## config.mk

```make
export PLATFORM = sky130hd
export DESIGN_NAME = ram_burst_reader
export DESIGN_NICKNAME = d
export VERILOG_FILES = /design/src/rtl/dpram_pkg.sv /design/src/rtl/ram_rd_skid_buf.sv /design/src/rtl/ram_burst_reader.sv
export SDC_FILE = /design/constraint.sdc
export NUM_CORES = 1
export LEC_CHECK = 0
export ABC_AREA = 1
export CAP_MARGIN = 20
export CORE_MARGIN = 2
export CORE_UTILIZATION = 25
export DETAILED_ROUTE_END_ITERATION = 16
export PLACE_DENSITY = 0.44
export SLEW_MARGIN = 20
export SYNTH_ARGS = -nofsm -noshare
export SYNTH_HDL_FRONTEND = slang
export SYNTH_SLANG_ARGS = --single-unit
```

## constraint.sdc

```tcl
create_clock -name clk -period 3.6 [get_ports clk]
set_clock_uncertainty 0.15 [all_clocks]
set_input_delay 0.72 -clock clk [delete_from_list [all_inputs] [get_ports clk]]
set_output_delay 0.72 -clock clk [all_outputs]
set_load 0.05 [all_outputs]
```

## src/rtl/dpram_pkg.sv

```systemverilog
// ---------------------------------------------------------------------------
// dpram_pkg
//   Shared definitions for users of the 256x8 dual-port RAM.
//
//   Contents:
//     DPRAM_ADDR_WIDTH / DPRAM_DATA_WIDTH / DPRAM_DEPTH
//         Default geometry of the RAM. Blocks that talk to the RAM take
//         these as their parameter defaults.
//     RD_IDLE / RD_ISSUE / RD_DRAIN
//         State encoding of the burst reader FSM.
//     rd_state_e
//         Enum built on that encoding. The encoding is pinned so that
//         waveforms and external checkers can decode the state value.
//     beat_width()
//         Width of one buffered beat ({last, data}) for a given data width.
// ---------------------------------------------------------------------------
package dpram_pkg;

    localparam int DPRAM_ADDR_WIDTH = 8;
    localparam int DPRAM_DATA_WIDTH = 8;
    localparam int DPRAM_DEPTH      = 1 << DPRAM_ADDR_WIDTH;

    localparam logic [1:0] RD_IDLE  = 2'd0;
    localparam logic [1:0] RD_ISSUE = 2'd1;
    localparam logic [1:0] RD_DRAIN = 2'd2;

    typedef enum logic [1:0] {
        IDLE  = RD_IDLE,
        ISSUE = RD_ISSUE,
        DRAIN = RD_DRAIN
    } rd_state_e;

    // One buffered beat is the data word plus its end-of-burst tag.
    function automatic int beat_width(input int data_width);
        return data_width + 1;
    endfunction

endpackage

```

## src/rtl/ram_rd_skid_buf.sv

```systemverilog
// ---------------------------------------------------------------------------
// ram_rd_skid_buf
//   Two-entry FIFO holding read beats ({last, data}) between the RAM read
//   port and the output stream. The reader only issues a RAM read when a
//   slot is guaranteed to be free on the cycle the data returns, so the
//   FIFO never sees a push while full.
//
//   Ports:
//     clk        in   1              clock, posedge
//     rst        in   1              synchronous active-high reset, empties FIFO
//     push       in   1              write {push_last, push_data}
//     push_data  in   DATA_WIDTH     data word to store
//     push_last  in   1              end-of-burst tag to store
//     pop        in   1              drop the head entry (only when count != 0)
//     count      out  2              number of stored entries, 0..2
//     head       out  DATA_WIDTH+1   oldest entry, {last, data}
//
//   Push and pop in the same cycle are both honoured; count stays the same.
// ---------------------------------------------------------------------------
module ram_rd_skid_buf
    import dpram_pkg::*;
#(
    parameter int DATA_WIDTH = DPRAM_DATA_WIDTH
) (
    input  logic                  clk,
    input  logic                  rst,
    input  logic                  push,
    input  logic [DATA_WIDTH-1:0] push_data,
    input  logic                  push_last,
    input  logic                  pop,
    output logic [1:0]            count,
    output logic [DATA_WIDTH:0]   head
);

    localparam int BW = beat_width(DATA_WIDTH);

    logic [BW-1:0] slot_q [2];
    logic          wr_ptr_q;
    logic          rd_ptr_q;
    logic [1:0]    count_q;

    // Slots are cleared on reset so the head reads as zero while empty.
    always_ff @(posedge clk) begin
        if (rst) begin
            slot_q[0] <= '0;
            slot_q[1] <= '0;
            wr_ptr_q  <= 1'b0;
            rd_ptr_q  <= 1'b0;
            count_q   <= 2'd0;
        end else begin
            if (push) begin
                slot_q[wr_ptr_q] <= {push_last, push_data};
                wr_ptr_q         <= ~wr_ptr_q;
            end
            if (pop) begin
                rd_ptr_q <= ~rd_ptr_q;
            end
            count_q <= count_q + {1'b0, push} - {1'b0, pop};
        end
    end

    assign count = count_q;
    assign head  = slot_q[rd_ptr_q];

endmodule

```

## src/rtl/ram_burst_reader.sv

```systemverilog
// ---------------------------------------------------------------------------
// ram_burst_reader
//   Read-side initiator for the dual-port RAM. Takes a burst command
//   (start address, beat count minus one), drives one RAM port's address and
//   output enable, and streams the returned words out on a valid/ready
//   interface. The RAM has one cycle of registered read latency; a 2-entry
//   buffer plus a credit check absorb that latency and downstream stalls.
//
//   Parameters:
//     ADDR_WIDTH  RAM address width, also the width of cmd_len
//     DATA_WIDTH  RAM data width
//     DEPTH       number of RAM locations; last address is DEPTH-1
//
//   Ports:
//     clk        in   1           clock, posedge
//     rst        in   1           synchronous active-high reset
//     cmd_valid  in   1           burst command valid
//     cmd_ready  out  1           high only in IDLE
//     cmd_addr   in   ADDR_WIDTH  burst start address
//     cmd_len    in   ADDR_WIDTH  beats minus one
//     ram_addr   out  ADDR_WIDTH  RAM address (holds last issued value)
//     ram_oe     out  1           RAM output enable, data returns next cycle
//     ram_rdata  in   DATA_WIDTH  RAM read data
//     m_valid    out  1           stream beat valid
//     m_ready    in   1           stream beat accepted
//     m_data     out  DATA_WIDTH  beat data
//     m_last     out  1           final beat of the burst
//     busy       out  1           FSM not in IDLE
//     done       out  1           one-cycle pulse on the return to IDLE
//     trunc      out  1           pulses with done if the burst hit DEPTH-1 early
//
//   Handshake: on both cmd_* and m_*, a transfer happens on a rising clk edge
//   where valid && ready. The stream side never withdraws or changes a beat
//   while m_valid && !m_ready; cmd_* is only looked at on the accepting edge.
//
//   Build option BURST_READER_WRAP_EN:
//     defined   - bursts wrap DEPTH-1 -> 0 and always deliver cmd_len+1 beats;
//                 trunc is tied low.
//     undefined - the beat read from DEPTH-1 ends the burst; trunc pulses with
//                 done when beats were still outstanding at that point.
// ---------------------------------------------------------------------------
module ram_burst_reader
    import dpram_pkg::*;
#(
    parameter int ADDR_WIDTH = DPRAM_ADDR_WIDTH,
    parameter int DATA_WIDTH = DPRAM_DATA_WIDTH,
    parameter int DEPTH      = 1 << ADDR_WIDTH
) (
    input  logic                  clk,
    input  logic                  rst,
    input  logic                  cmd_valid,
    output logic                  cmd_ready,
    input  logic [ADDR_WIDTH-1:0] cmd_addr,
    input  logic [ADDR_WIDTH-1:0] cmd_len,
    output logic [ADDR_WIDTH-1:0] ram_addr,
    output logic                  ram_oe,
    input  logic [DATA_WIDTH-1:0] ram_rdata,
    output logic                  m_valid,
    input  logic                  m_ready,
    output logic [DATA_WIDTH-1:0] m_data,
    output logic                  m_last,
    output logic                  busy,
    output logic                  done,
    output logic                  trunc
);

    localparam logic [ADDR_WIDTH-1:0] LAST_ADDR = ADDR_WIDTH'(DEPTH - 1);

    rd_state_e             state_q;
    rd_state_e             state_d;

    logic [ADDR_WIDTH-1:0] cur_q;          // next address to read
    logic [ADDR_WIDTH-1:0] rem_q;          // reads left after the next one
    logic [ADDR_WIDTH-1:0] ram_addr_q;     // address of the most recent read
    logic                  inflight_q;     // a read was issued last cycle
    logic                  inflight_last_q;// ...and it was the burst's final read

    logic [1:0]            buf_count;
    logic [DATA_WIDTH:0]   buf_head;
    logic                  pop;
    logic [2:0]            slots_used;
    logic                  credit_ok;
    logic                  issue;
    logic                  at_end;
    logic                  last_issue;
    logic                  accept;
    logic [ADDR_WIDTH-1:0] cur_next;

`ifndef BURST_READER_WRAP_EN
    logic                  trunc_q;        // burst was cut short at LAST_ADDR
`endif

    // -----------------------------------------------------------------------
    // Credit: a read may be issued only if its data will find a free slot.
    // Slots in use = buffered beats + the read still coming back. A beat
    // leaving the buffer this cycle frees its slot before the new read's
    // data arrives, which is what allows one beat per cycle with m_ready high.
    // -----------------------------------------------------------------------
    assign pop        = m_valid && m_ready;
    assign slots_used = {1'b0, buf_count} + {2'b00, inflight_q} - {2'b00, pop};
    assign credit_ok  = (slots_used < 3'd2);

    assign accept     = (state_q == IDLE) && cmd_valid;
    assign issue      = (state_q == ISSUE) && credit_ok;

`ifdef BURST_READER_WRAP_EN
    assign at_end     = 1'b0;
`else
    assign at_end     = (cur_q == LAST_ADDR);
`endif

    assign last_issue = issue && ((rem_q == '0) || at_end);

    // When DEPTH fills the address space this is the natural modulo wrap;
    // for a smaller RAM it keeps the read pointer inside the array.
    assign cur_next   = (cur_q == LAST_ADDR) ? '0 : cur_q + ADDR_WIDTH'(1);

    // -----------------------------------------------------------------------
    // FSM next state and outputs
    // -----------------------------------------------------------------------
    always_comb begin
        state_d   = state_q;
        cmd_ready = 1'b0;
        busy      = 1'b1;
        done      = 1'b0;
        trunc     = 1'b0;

        case (state_q)
            IDLE: begin
                cmd_ready = 1'b1;
                busy      = 1'b0;
                if (cmd_valid) begin
                    state_d = ISSUE;
                end
            end

            ISSUE: begin
                if (last_issue) begin
                    state_d = DRAIN;
                end
            end

            DRAIN: begin
                // Leave only once the final read has landed and been taken.
                if (!inflight_q && (buf_count == 2'd0)) begin
                    state_d = IDLE;
                    done    = 1'b1;
`ifndef BURST_READER_WRAP_EN
                    trunc   = trunc_q;
`endif
                end
            end

            default: begin
                state_d = IDLE;
            end
        endcase
    end

    // -----------------------------------------------------------------------
    // State, counters and read tracking
    // -----------------------------------------------------------------------
    always_ff @(posedge clk) begin
        if (rst) begin
            state_q         <= IDLE;
            cur_q           <= '0;
            rem_q           <= '0;
            ram_addr_q      <= '0;
            inflight_q      <= 1'b0;
            inflight_last_q <= 1'b0;
        end else begin
            state_q    <= state_d;
            // The read returning next cycle is pushed exactly once.
            inflight_q <= issue;

            if (accept) begin
                cur_q <= cmd_addr;
                rem_q <= cmd_len;
            end else if (issue) begin
                cur_q <= cur_next;
                rem_q <= rem_q - ADDR_WIDTH'(1);
            end

            if (issue) begin
                ram_addr_q      <= cur_q;
                inflight_last_q <= last_issue;
            end
        end
    end

`ifndef BURST_READER_WRAP_EN
    always_ff @(posedge clk) begin
        if (rst) begin
            trunc_q <= 1'b0;
        end else if (accept) begin
            trunc_q <= 1'b0;
        end else if (last_issue) begin
            // Stopped at LAST_ADDR with beats still owed.
            trunc_q <= at_end && (rem_q != '0);
        end
    end
`endif

    // RAM port: address follows cur on an issue cycle, otherwise holds.
    assign ram_oe   = issue;
    assign ram_addr = issue ? cur_q : ram_addr_q;

    // -----------------------------------------------------------------------
    // Read capture buffer and output stream
    // -----------------------------------------------------------------------
    ram_rd_skid_buf #(
        .DATA_WIDTH (DATA_WIDTH)
    ) u_skid_buf (
        .clk       (clk),
        .rst       (rst),
        .push      (inflight_q),
        .push_data (ram_rdata),
        .push_last (inflight_last_q),
        .pop       (pop),
        .count     (buf_count),
        .head      (buf_head)
    );

    assign m_valid = (buf_count != 2'd0);
    assign m_data  = buf_head[DATA_WIDTH-1:0];
    assign m_last  = m_valid && buf_head[DATA_WIDTH];

endmodule

```

* Yosys cells after proc, flatten, opt, wreduce, memory -nomap -nowiden *
Memories as Yosys holds them, arrays and structs flattened. A register that Yosys moved wholly into a read port is not among the register bits.
Cells that the tools add are included.

storage, ports and cells
  RAM bits = 18
  register bits = 33
  memories = 1

operators by class
  add/subtract/negate cells = 6
  equality and inequality tests = 6
  bitwise gates (word level) = 2
  muxes and demuxes = 26
  $lt $le $gt $ge = 1
  reductions and logical operators = 18

memory list
  memory             words  bits a word  read ports  clocked after memory_dff  write ports  line                   source
  u_skid_buf.slot_q  2      9            1           1                         2            ram_rd_skid_buf.sv:37  logic [BW-1:0] slot_q [2];

operator list
  kind                   number
  $mux W8                6
  $mux W1                15
  $mux W9                1
  $reduce_or A9 Y1       1
  $add A8 B1 Y8 const B  1
  $eq A8 B8 Y1 const B   1
  $logic_not A8 Y1       1
  $reduce_bool A8 Y1     1
  $sub A8 B1 Y8 const B  1
  $logic_and A1 B1 Y1    7
  $mux W2                3
  $ne A2 B2 Y1 const B   3
  $pmux W2 S3            1
  $logic_not A2 Y1       2
  $reduce_bool A2 Y1     2
  $add A2 B1 Y3          1
  $lt A3 B2 Y1 const B   1
  $reduce_and A3 Y1      1
  $sub A3 B1 Y3          1
  $add A2 B1 Y2          1
  $eq A2 B1 Y1 const B   1
  $eq A2 B2 Y1 const B   1
  $not A1 Y1             2
  $reduce_or A2 Y1       1
  3 further kinds        3

* Longest topological paths before layout *
  word-level depth = 8
  depth in mapped cells = 19
  depth with buffers taken out = 18

* Modules after synthesis *
A second synthesis with hierarchy kept.

second synthesis, totals
  cell total of the unflattened synthesis = 358
  area total of the unflattened synthesis = 2781.4 sq um

by module, submodules not included
  module            sequential area each (sq um)  area each (sq um)  instances  cells an instance
  ram_burst_reader  580.6                         1752.9             1          271
  ram_rd_skid_buf   640.6                         1028.5             1          87

* Least setup slack after synthesis *
No wires, ideal clock.

  kind = reg-to-output
  start point = register u_skid_buf.count_q[1], in the netlist u_skid_buf.count[1]
  end point = output ram_addr[0]
  arrival = 3.121 ns
  setup slack = -0.391 ns
  stages on the path, launching flop included = 15
  required time = 2.730 ns
  cell sequence = dfxtp_1 -> nor2_1 -> inv_1 -> nand2_1 -> inv_1 -> ha_1 -> inv_1 -> ha_1 -> inv_1 -> fa_1 -> inv_1 -> nor2_2 -> nand2_4 -> buf_4 -> a21oi_1

on the way
  longest elaborated chain between the ends = 6
  elaborated cells between the ends (all ways) = 7
  classes of those cells = add/sub: 2; order compare: 1; mux: 1; reduce/logical: 3

ends and longest elaborated chain
  what                    line                     source
  start, declared         ram_rd_skid_buf.sv:40    logic [1:0] count_q;
  start signal, assigned  ram_rd_skid_buf.sv:58    count_q <= count_q + {1'b0, push} - {1'b0, pop};
  $reduce_bool A2 Y1      ram_burst_reader.sv:224  assign m_valid = (buf_count != 2'd0);
  named net m_valid       ram_burst_reader.sv:58   output logic m_valid,
  $logic_and A1 B1 Y1     ram_burst_reader.sv:99   assign pop = m_valid && m_ready;
  named net pop           ram_burst_reader.sv:80   logic pop;
  $sub A3 B1 Y3           ram_burst_reader.sv:100  assign slots_used = {1'b0, buf_count} + {2'b00, inflight_q} - {2'b00, pop};
  $lt A3 B2 Y1            ram_burst_reader.sv:101  assign credit_ok = (slots_used < 3'd2);
  $logic_and A1 B1 Y1     ram_burst_reader.sv:104  assign issue = (state_q == ISSUE) && credit_ok;
  $mux W8                 -
  end, declared           ram_burst_reader.sv:55   output logic [ADDR_WIDTH-1:0] ram_addr,

The timed path passes the listed nets, and every way through them passes these cells.

* Final worst setup path *
  start point = input m_ready
  end point = output ram_addr[5]

on the way
  longest elaborated chain between the ends = 5

ends and longest elaborated chain
  what                 line                     source
  start, declared      ram_burst_reader.sv:59   input logic m_ready,
  $logic_and A1 B1 Y1  ram_burst_reader.sv:99
  named net pop        ram_burst_reader.sv:80
  $sub A3 B1 Y3        ram_burst_reader.sv:100
  $lt A3 B2 Y1         ram_burst_reader.sv:101
  $logic_and A1 B1 Y1  ram_burst_reader.sv:104
  $mux W8              -

The timed path passes the listed nets, and every way through them passes these cells.

==> results.tsv <==
stage	metric	value	unit
grt	grt.overflow.total	0	
placed_design	place.gp.congestion	0.7876	
pwr	power_leakage	1.644	nW
routing	drt_first_pass_iters	4	
layout	regArea	1224	um^2
pwr	ir_drop	373.3	uV
placed_design	dp.cells	537	
setup_path	cp-end-kind	output pin	
layout	diodes	0	
clock_network	clkTransAtPathRegs	100	ps
setup_path	worst-path-max-fanout	6	
layout	post-route-util	0.3605	
layout	fillCellCount	1122	
sta	worst_pin_slew	631.6	ps
grt	grt_max_degree	25	
yosys	syn_inst	352	
placed_design	dp_hpwl	4739	um
die	start_util	0.2588	
sta	finalSetupViolCount	0	
routing	drt_iter0_drc	117	
clock_network	clock_sinks	52	
sta	fin_crit	3583	ps
run_status	outcome	finished, final reports clean	
clock_network	ctsHoldBuffers	0	
sta	slew_viol_final	0	
die	die_width	107.6	um
sta	fin_crit_sh	0.9951	
die	ios	51	
clock_network	clockBufferDepth	2	
grt	antenna_found_initial	0	
yosys	syn_area	2684	um^2
yosys	synth_fa_ha_area_frac	0.03077	
sta	fmax	279.1	MHz
die	die-area	11580	um^2
job	max_cap_violations	0	
die	core_area	10370	um^2
clock_network	tritoncts	built	
sta	slew_headroom	0.5785	
yosys	synthArstFlopShare	0	
yosys	ys.warnings.count	0	
yosys	synth_top_family_by_area	simple AND/OR/NAND/NOR gates	
yosys	synth-seq-cells	52	
grt	grt_pass1_vias	2316	
hold_path	hp-class	register to register	
yosys	yosysUniqueCellTypes	32	
layout	multi_input_area	1271	um^2
yosys	ys_seq_area_frac	0.4550	
routing	drc	0	
clock_network	cts-root-buf	clkbuf_8	
grt	grt_pass1_wl	11040	um
clock_network	htree_levels	2	
grt	grt_use_total	0.1206	
pwr	power_density	722.3	nW/um^2
yosys	synth-simple-area-share	0.2890	
yosys	synth_edf_count	18	
setup_path	startpoint_type	input pin	
sta	final-hold-violation-count	0	
setup_path	crit_required	2730	ps
yosys	synth_xor_area_frac	0.006527	
yosys	synth-main-ff-cell	dfxtp_1	
yosys	synth-compound-area-share	0.08625	
clock_network	cts_made_buffers	5	
layout	fin_nets	456	
layout	drive_above_1_share	0.2104	
sta	setup_ws	17.48	ps
layout	mostFrequentLayoutCells	nand2_1 (69), nor2_1 (64), clkdlybuf4s50_1 (39)	
routing	wire_per_inst	12.13	um
routing	vias	2368	
setup_path	cp.arrival	2710	ps
clock_network	insertion_delay	310	ps
die	rows	37	
routing	ant_nets	0	
yosys	synth_area_per_cell	7.625	um^2
pwr	power	2.701	mW
layout	area_growth	39.30	%
setup_path	path_class	input pin to output pin	
sta	rsz0062_at_grt	true	
yosys	syn_nets	386	
placed_design	portBuffers	50	
die	die_h	107.6	um
routing	drt-total-wl	6780	um
routing	routed_via_density	4.236	
placed_design	dp_slack	-464.9	ps
yosys	synth.area.mux_share	0.03357	
layout	layout.cells.non_filler	559	
layout	final_common_cell	nand2_1	
==> what timing repair did <==
| item | 4_1_cts | 5_1_grt |
|---|---|---|
| gates resized for setup | 22 | 13 |
| setup endpoints to repair | 9 | 10 |
| setup buffers | 11 | 3 |
| pin swaps | 7 | 6 |
==> through the flow <==
stage	hold slack (ps)	area (um^2)	setup TNS, ps
detailed placement	295.2	3446	-3672
global route	335.9	3739	-731.6
CTS	311.0	3669	-177.7
global placement	291.2	3446	-3558
floorplan	275.5	2688	0
finish	315.8	3739	0
==> flip-flops by register name, indices dropped and copies added, names as in the netlist, named ones only <==
name,count
u_skid_buf.slot_q,18
cur_q,8
ram_addr_q,8
rem_q,8
state_q,2
u_skid_buf.count,2
inflight_last_q,1
inflight_q,1
trunc_q,1
u_skid_buf.rd_ptr_q,1
u_skid_buf.wr_ptr_q,1
==> final timing paths <==
path | slack [ps] | to | start | cells past startpoint
worst max register to register | 790 | rem_q[5] | u_skid_buf.count[0] | 18
worst max-delay path | 20 | ram_addr[5] | m_ready | 17
worst min register to register | 320 | register | u_skid_buf.rd_ptr_q | 1
worst min-delay path | 320 | register | u_skid_buf.rd_ptr_q | 1
==> critical path, cell delays in order <==
cell     delay, ps
buf_2          100
nand2_2         80
inv_4           40
ha_4           250
inv_2           40
ha_4           140
inv_2           50
fa_1           420
inv_1           80
nor2_2          50
nand2_4         80
inv_4           50
buf_6          110
or2_1          210
o21ai_2         80
inv_2           60
buf_12         140
==> cell type report <==
cell class                      count  share of cell area
Clock inverter                      3            0.006359
Timing Repair Buffer               75              0.2129
Sequential cell                    52              0.3273
Clock buffer                        5             0.01841
Multi-Input combinational cell    240              0.3400
Tap cell                          136             0.04552
Inverter                           48             0.04953
==> routing by layer <==
layer | global-route usage | vias up | part of all wire
met4 | 0.02198 | 0 | 0.0075
met1 | 0.1528 | 1076 | 0.47
li1 | - | 1247 | -
met2 | 0.2143 | 38 | 0.49
met3 | 0.02300 | 7 | 0.034
met5 | 0 | - | 0
==> cells by family after synthesis <==
group                      Yosys count
AOI/OAI and AO/OA                   41
xor gates and xnor gates             2
adders and majority gates            6
buffers and inverters               60
DFF                                 52
muxes                                8
and+or+nand+nor                    183
==> where the power goes <==
group          internal (mW)  switching [mW]  leakage, nW
Combinational          0.670           0.839         1.14
Clock                  0.138           0.211       0.0404
Sequential             0.735           0.108        0.466
==> cells in the mapped netlist (2+ instances only) <==
cell	n	area, um^2
nor2_1	66	247.7
o21ai_0	13	65.06
edfxtp_1	18	540.5
o21bai_1	2	15.01
nor2_2	2	12.51
buf_4	4	30.03
inv_2	2	7.510
ha_1	5	62.56
nand3_1	20	100.1
xor2_1	2	17.52
dfxtp_1	34	680.7
nand4_1	3	18.77
a21oi_1	19	95.09
mux2_2	8	90.09
buf_6	3	33.78
buf_2	2	10.01
or2_2	3	18.77
o21ai_2	4	35.03
clkbuf_1	3	11.26
or2_1	4	25.02
nand2_1	73	274.0
inv_1	46	172.7
nand3b_1	2	15.01
nor3_1	6	30.03
(Power assumes the default switching activity.)
